File: src/rtl/clock_divider_bank.sv
// Bank of independent programmable clock dividers sharing one synchronous restart.
// Each channel toggles clk_out every (prescale+1) cycles and strobes tick/rise_tick on each toggle.
module clock_divider_bank #(
  parameter int NUM_CH = 4,
  parameter int CNT_W  = 16
) (
  input  logic                    CLOCK_50,
  input  logic                    RESET_N,
  input  logic [NUM_CH*CNT_W-1:0] clk_prescale,
  input  logic [NUM_CH-1:0]       ch_enable,
  input  logic                    sync_restart,
  output logic [NUM_CH-1:0]       clk_out,
  output logic [NUM_CH-1:0]       tick,
  output logic [NUM_CH-1:0]       rise_tick
);

  for (genvar i = 0; i < NUM_CH; i++) begin : g_ch
    logic [CNT_W-1:0] cnt;
    logic [CNT_W-1:0] shadow;
    logic [CNT_W-1:0] prescale;
    logic [CNT_W-1:0] limit;
    logic             at_limit;
    logic             clk_q;
    logic             tick_q;
    logic             rise_q;

    assign prescale = clk_prescale[i*CNT_W +: CNT_W];
    // A half-period starts on the live value; later changes wait for the next start.
    assign limit    = (cnt == '0) ? prescale : shadow;
    assign at_limit = (cnt == limit);

    always_ff @(posedge CLOCK_50 or negedge RESET_N) begin
      if (!RESET_N) begin
        cnt    <= '0;
        shadow <= '0;
        clk_q  <= 1'b0;
        tick_q <= 1'b0;
        rise_q <= 1'b0;
      end else if (sync_restart) begin
        cnt    <= '0;
        clk_q  <= 1'b0;
        tick_q <= 1'b0;
        rise_q <= 1'b0;
      end else if (ch_enable[i]) begin
        if (cnt == '0) begin
          shadow <= prescale;
        end
        if (at_limit) begin
          cnt    <= '0;
          clk_q  <= ~clk_q;
          tick_q <= 1'b1;
          rise_q <= ~clk_q;
        end else begin
          cnt    <= cnt + CNT_W'(1);
          tick_q <= 1'b0;
          rise_q <= 1'b0;
        end
      end else begin
        tick_q <= 1'b0;
        rise_q <= 1'b0;
      end
    end

    assign clk_out[i]   = clk_q;
    assign tick[i]      = tick_q;
    assign rise_tick[i] = rise_q;
  end

endmodule

File: config.mk
export PLATFORM = sky130hd
export DESIGN_NAME = clock_divider_bank
export DESIGN_NICKNAME = d
export VERILOG_FILES = /design/src/rtl/clock_divider_bank.sv
export SDC_FILE = /design/constraint.sdc
export NUM_CORES = 1
export LEC_CHECK = 0
export ABC_AREA = 1
export BUFFER_PORTS_ARGS = -buffer_cell sky130_fd_sc_hd__buf_4
export CORE_AREA = 2 2 158 160
export CTS_CLUSTER_SIZE = 14
export DETAILED_ROUTE_END_ITERATION = 10
export DIE_AREA = 0 0 160 162
export SYNTH_ARGS = -nofsm -noshare
export SYNTH_HDL_FRONTEND = slang
export SYNTH_SLANG_ARGS = --single-unit
File: constraint.sdc
create_clock -name CLOCK_50 -period 4.57 [get_ports CLOCK_50]
set_input_delay 0.914 -clock CLOCK_50 [delete_from_list [all_inputs] [get_ports CLOCK_50]]
set_output_delay 0.914 -clock CLOCK_50 [all_outputs]
set_load 0.01 [all_outputs]
==> out/qor.yml, run 1 <==
critPathLaunchType: "flip-flop"
overflow: 0
insertion_delay_ns: 0.43
dieArea_um2: 25920
finalHoldViolations: 0
die_w_um: 160
crit_type: "reg -> reg"
setup_violations: 0
post-route-period-util_pct: 60.99
holdWs_ns: 0.4840
crit_path_top_delay_cell: "dfrtp_1"
num_vias: 8800
critPathRequiredTime_ns: 4.86
power.leakage_uw: 0.005369
ioPinCount: 83
grt_pass1_vias: 8466
drt_iter0_markers: 591
cp.buffers_inverters: 1
drt_first_pass_iters: 6
rsz0062_at_grt: "false"
syn-num-nets: 1453
core-area_um2: 24110
fin_nets: 1510
cts_tree: "yes"
post_cts_buffers: 0
ctsHoldBuffers: 0
netlist_instances: 1374
io_buffers: 82
netlist_area_um2: 9529
max_slew_margin_pct: 47.39
p_per_area_nw_per_um2: 489.8
syn_to_final_growth_pct: 13.83
cpMostUsedCell: "nand2_1"
die_h_um: 162
totalWireLength_mm: 24.84
synth_cell_types: 34
worst_pin_slew_ns: 0.7892
cts_inserted_buffers: 17
num_rows: 57
synth-seq-cells: 140
path_cells: "inv_1 > ha_1 > nand2_2 > nor2_8 > nand2_4 > nand2_1 > nand2_1 > nand2_1 > nand2_1 > nor2_1 > nand2_1 > nor2_2 > nand2_2 > nand2_2 > o21ai_0"
synth.avg_cell_area_um2: 6.935
grt_max_degree: 82
htreeDepth: 4
yosys_warnings: 0
slowest_delay_ns: 0.39
skew_ns: 0.01403
end_kind: "flip-flop"
critical_path.max_fanout: 17
min_period_ns: 2.787
worst_hold_path_type: "reg -> reg"
cts-root-buf: "clkbuf_16"
ctsResizeCount: 0
report.final.slew_viol_count: 0
wl_per_cell_um: 14.07
clk_pin_slew_worst_paths_ns: 0.06
drc: 0
avgViaCountPerCell: 4.986
arrival_ns: 3.08
drive_above_1_share_pct: 13.25
tns_ns: 0
drv_cap: 0
gp_congestion: 0.8530
antenna_found_initial: 0
peakVddDrop_mv: 0.1906
groute.usage.overall_pct: 19.92
clockBufferDepth: 2
max_freq_mhz: 358.8
path_delay_family: "simple AND/OR/NAND/NOR gates"
initial_core_util_pct: 39.53
cts.sinks: 140
grt_pass1_wl_mm: 41.89
drtAntennaViolNets: 0
ys_seq_area_share_pct: 36.76
antenna_cells: 0
status: "completed"
hpwl_mm: 17.83
==> layout make-up <==
cell class	count	area, µm²
clock inverters	12	175.2
inverters	171	641.9
flip-flops and latches	140	3503
repair buffers	86	649.4
fillers	2522	13260
clock buffers	17	425.4
multi-input cells	1015	5046
well taps	324	405.4
==> where the power goes <==
group | switching [µW] | internal [µW]
clock | 554 | 902
sequential | 166 | 1520
combinational | 1430 | 745
total | 2150 | 3160
==> flip-flops by register name, indices dropped and copies added (netlist names) <==
name,count
g_ch.clk_q,4
g_ch.cnt,64
g_ch.rise_q,4
g_ch.tick_q,4
g_ch.shadow,64
==> synth_stat cells <==
master     count  area, µm²
nand2_1      395       1483
nand3_1      176      880.8
inv_1        168      630.6
dfrtp_1      140       3503
nor2_1       129      484.2
o21ai_0       82      410.4
nand3b_1      59      442.9
xor2_1        37      324.1
nor2_2        26      162.7
nand2_2       22      137.6
a21oi_1       16      80.08
buf_4         16      120.1
clkbuf_1      14      52.55
nand4_1       13      81.33
buf_6         12      135.1
nor3_1        12      60.06
o21ai_2        9      78.83
ha_1           8      100.1
buf_2          6      30.03
nor2_4         6      67.56
o21ai_1        5      25.02
nand2_4        4      45.04
nor2_8         4      80.08
nor4_1         3      18.77
inv_2          2      7.510
o31ai_1        2      15.01
a21oi_2        1      8.760
a22o_1         1      8.760
a2bb2oi_1      1      8.760
clkinv_1       1      3.750
nand3_2        1      10.01
nand3_4        1      17.52
o22ai_1        1      6.260
xnor2_1        1      8.760
==> placed cells by master, fill, tap and decap left out, types with 9 or more instances in the layout <==
cell type  Yosys  layout
a21oi_1       16      16
buf_4         16      85
clkbuf_16      0      17
dfrtp_1      140     140
inv_1        168     168
nand2_1      395     395
nand2_2       22      22
nand3_1      176     176
nand3b_1      59      59
nand4_1       13      13
nor2_1       129     129
nor2_2        26      26
nor3_1        12      12
o21ai_0       82      82
o21ai_2        9       9
xor2_1        37      37
==> stage by stage <==
step	total power [µW]	instances	area (µm²)	utilization (%)	worst slack (ns)
2_1_floorplan	3397	1374	9529	-	2.332
3_3_place_gp	3835	1736	10250	42.50	1.652
3_5_place_dp	3859	1736	10250	42.50	1.653
4_1_cts	5346	1765	10850	45.00	1.769
5_1_grt	5817	1765	10850	45.00	1.506
6_report	5312	1765	10850	45.00	1.783
==> worst reg2reg max path, delay by kind of cell, from the launching register on <==
kind,cells,cell delay [ns]
compound gates,1,0.13
flops,1,0.39
fa+ha+maj,1,0.22
buf+inv,1,0.16
simple gates,12,1.75
==> logic make-up (layout without fill, tap and decap cells) <==
logic type,count (synthesis),in the layout,synth area share [%]
simple gates,851,851,41.68
buf+inv,219,286,10.28
flops,140,140,36.76
compound gates,118,118,6.736
xor+xnor,38,38,3.493
fa+ha+maj,8,8,1.050
==> worst paths after layout <==
path                            slack, ns                end              start  cells after the start
worst min register to register       0.48  g_ch[3].shadow[2]  g_ch[3].shadow[2]                      2
min in group asynchronous            0.56    g_ch[2].cnt[15]            RESET_N                      1
worst max-delay path                 1.78     g_ch[1].cnt[2]     g_ch[1].cnt[0]                     15
worst max register to register       1.78     g_ch[1].cnt[2]     g_ch[1].cnt[0]                     15
max in group asynchronous            3.05  g_ch[1].shadow[5]            RESET_N                      2
worst min-delay path                 0.48  g_ch[3].shadow[2]  g_ch[3].shadow[2]                      2
==> metal layers <==
metal	track usage, %	up-vias	wire (µm)
li1	-	4473	-
met1	27.14	4118	11830
met2	32.88	184	11640
met3	3.218	25	1089
met4	5.692	0	276
met5	0	-	0
No activity file was read; power rests on OpenSTA's default activity.
==> run 2, diff against run 1 <==
Clock period 4.57 ns to 2.8 ns, I/O delays scaled along.
==> run 2 against run 1 <==
Compared with the run above:
- non-clock buffer count grew 20
- hold slack lost 0.37 ns
- setup slack lost 1.5 ns
- sequential share of layout area shrank 0.51 points
- combinational power grew 66%
- critical endpoint is now g_ch[3].cnt[13]
- highest routed layer unchanged
==> out/qor.yml, run 2 (synthesized netlist as in run 1, its figures left out) <==
status: "completed"  # unchanged
rsz0062_at_grt: "false"  # unchanged
arrival_ns: 2.87  # was 3.08 ns
r2r_start: "g_ch[3].cnt[0]"  # was g_ch[1].cnt[0]
drtAntennaViolNets: 0  # unchanged
place_inst: 1756  # was 1736
cts_inserted_buffers: 17  # unchanged
hpwl_mm: 18.05  # was 17.83 mm
htreeDepth: 4  # unchanged
power.share.clock_pct: 26.3  # was 27.4%
antenna_found_initial: 0  # unchanged
critPathLaunchType: "flip-flop"  # unchanged
groute.usage.overall_pct: 19.69  # was 19.92%
dieArea_um2: 25920  # unchanged
core-area_um2: 24110  # unchanged
drv_cap: 0  # unchanged
drive_above_1_share_pct: 14.48  # was 13.25%
end_kind: "flip-flop"  # unchanged
drc: 0  # unchanged
avgViaCountPerCell: 4.931  # was 4.986
wl_per_cell_um: 13.89  # was 14.07 µm
num_rows: 57  # unchanged
report.final.slew_viol_count: 0  # unchanged
final_util_pct: 45.72  # was 45.00%
overflow: 0  # unchanged
switchingPower_uw: 3544  # was 2149 µW
power.leakage_uw: 0.005461  # was 0.005369 µW
clockBufferDepth: 2  # unchanged
antenna_cells: 0  # unchanged
max_freq_mhz: 390.2  # was 358.8 MHz
cts.sinks: 140  # unchanged
p_comb_share_pct: 41.8  # was 40.9%
crit_type: "reg -> reg"  # unchanged
setup_violations: 0  # unchanged
fin_nets: 1530  # was 1510
final_common_cell: "nand2_1"  # unchanged
final_cells: 1788  # was 1765
max_slew_margin_pct: 57.54  # was 47.39%
largestRegisters: "g_ch.cnt x64, g_ch.shadow x64"  # unchanged
ctsHoldBuffers: 0  # unchanged
peakVddDrop_mv: 0.3132  # was 0.1906 mV
cts-root-buf: "clkbuf_16"  # unchanged
drt_first_pass_iters: 5  # was 6
io_buffers: 82  # unchanged
insertion_delay_ns: 0.43  # about the same
gp_congestion: 0.8565  # was 0.8530
tns_ns: 0  # unchanged
cts_tree: "yes"  # unchanged
worst_hold_path_type: "in -> async"  # was reg -> reg
drt_iter0_markers: 677  # was 591
worst_pin_slew_ns: 0.6345  # was 0.7892 ns
critPathRequiredTime_ns: 3.11  # was 4.86 ns
sequentialPowerShare_pct: 31.9  # was 31.7%
grt_max_degree: 57  # was 82
rr_endpoint: "g_ch[3].cnt[13]"  # was g_ch[1].cnt[2]
fillers: 2475  # was 2522
die_h_um: 162  # unchanged
finalHoldViolations: 0  # unchanged
num_vias: 8816  # was 8800
grt_pass1_wl_mm: 41.54  # was 41.89 mm
syn_to_final_growth_pct: 15.65  # was 13.83%
grt_pass1_vias: 8318  # was 8466
min_period_ns: 2.563  # was 2.787 ns
final_cell_mix: "nand2_1, nand3_1, inv_1"  # unchanged
clk_pin_slew_worst_paths_ns: 0.07  # was 0.06 ns
skew_ns: 0.01316  # was 0.01403 ns
ff2ff_setup_slack_ns: 0.24  # was 1.78 ns
post-route-period-util_pct: 91.53  # was 60.99%
ioPinCount: 83  # unchanged
holdWs_ns: 0.1099  # was 0.4840 ns
initial_core_util_pct: 39.53  # unchanged
totalWireLength_mm: 24.84  # about the same
internal_power_uw: 5070  # was 3163 µW
die_w_um: 160  # unchanged
critical_path.max_fanout: 17  # unchanged
reg2regPathDepth: 15  # unchanged
p_per_area_nw_per_um2: 781.6  # was 489.8 nW/µm²
swShare_pct: 41.14  # was 40.45%
run 2: cell types whose count changed in the layout (fill, tap and decap cells not counted), sizes merged:
cell,delta
buf,+20
bufinv,-2
clkbuf,+2
clkinvlp,+2
inv,+2
clkinv,-1
run 2: layer usage:
metal,vias to the layer above,routed length (µm),GRT usage [%]
met5,-,0,0
li1,4521,-,-
met1,4094,12120,27.20
met3,21,1091,3.550
met2,180,11290,32.07
met4,0,330,5.037
run 2: metrics by stage:
stage | instance area [µm²] | worst slack [ns] | power, µW
floorplan | 9529 | 0.6085 | 5545
global placement | 10420 | 0.1100 | 6328
detailed placement | 10420 | 0.07956 | 6383
CTS | 11000 | 0.07229 | 8690
global route | 11020 | 0.003733 | 9380
finish | 11020 | 0.2373 | 8614
run 2: worst max-delay path by stage:
stage                              start         endpoint  cells past startpoint
after floorplan           g_ch[0].cnt[0]   g_ch[0].cnt[9]                     17
after global placement    g_ch[3].cnt[0]  g_ch[3].cnt[15]                     15
after detailed placement  g_ch[3].cnt[0]  g_ch[3].cnt[13]                     15
after CTS                 g_ch[3].cnt[0]  g_ch[3].cnt[13]                     15
after global routing      g_ch[0].cnt[0]   g_ch[0].cnt[4]                     15
final                     g_ch[3].cnt[0]  g_ch[3].cnt[13]                     15
run 2: power by group through the flow:
stage	sequential (µW)	clock, µW	combinational, µW
2_1_floorplan	2700	0	2840
3_3_place_gp	2770	0	3560
3_5_place_dp	2770	0	3610
4_1_cts	2750	2320	3630
5_1_grt	2810	2400	4180
6_report	2750	2260	3600
run 2: worst max-delay path: stages (launching register included):
cell     delay [ns]
dfrtp_1        0.42
inv_1          0.13
ha_1           0.20
nand2_2        0.10
nor2_8         0.27
nand2_4        0.21
nand2_1        0.13
nand2_1        0.07
nand2_1        0.06
nand2_1        0.05
nor2_1         0.12
nand2_1        0.08
nor2_2         0.19
nand3_2        0.19
nand2_8        0.18
nor2_1         0.06
run 2: repair_timing:
| item | in CTS | in global routing |
|---|---|---|
| buffers inserted | 0 | 0 |
| resized for setup | 0 | 4 |
| setup endpoints to repair | 0 | 28 |
run 2: area by class of cell:
cell class,instances,area (µm²),area share [%]
timing repair buffer,106,824.5,7.482
tap,324,405.4,3.678
clock inverter,13,142.6,1.294
inverter,171,641.9,5.824
clock buffer,19,432.9,3.928
multi-input combinational,1015,5070,46.00
sequential,140,3503,31.79
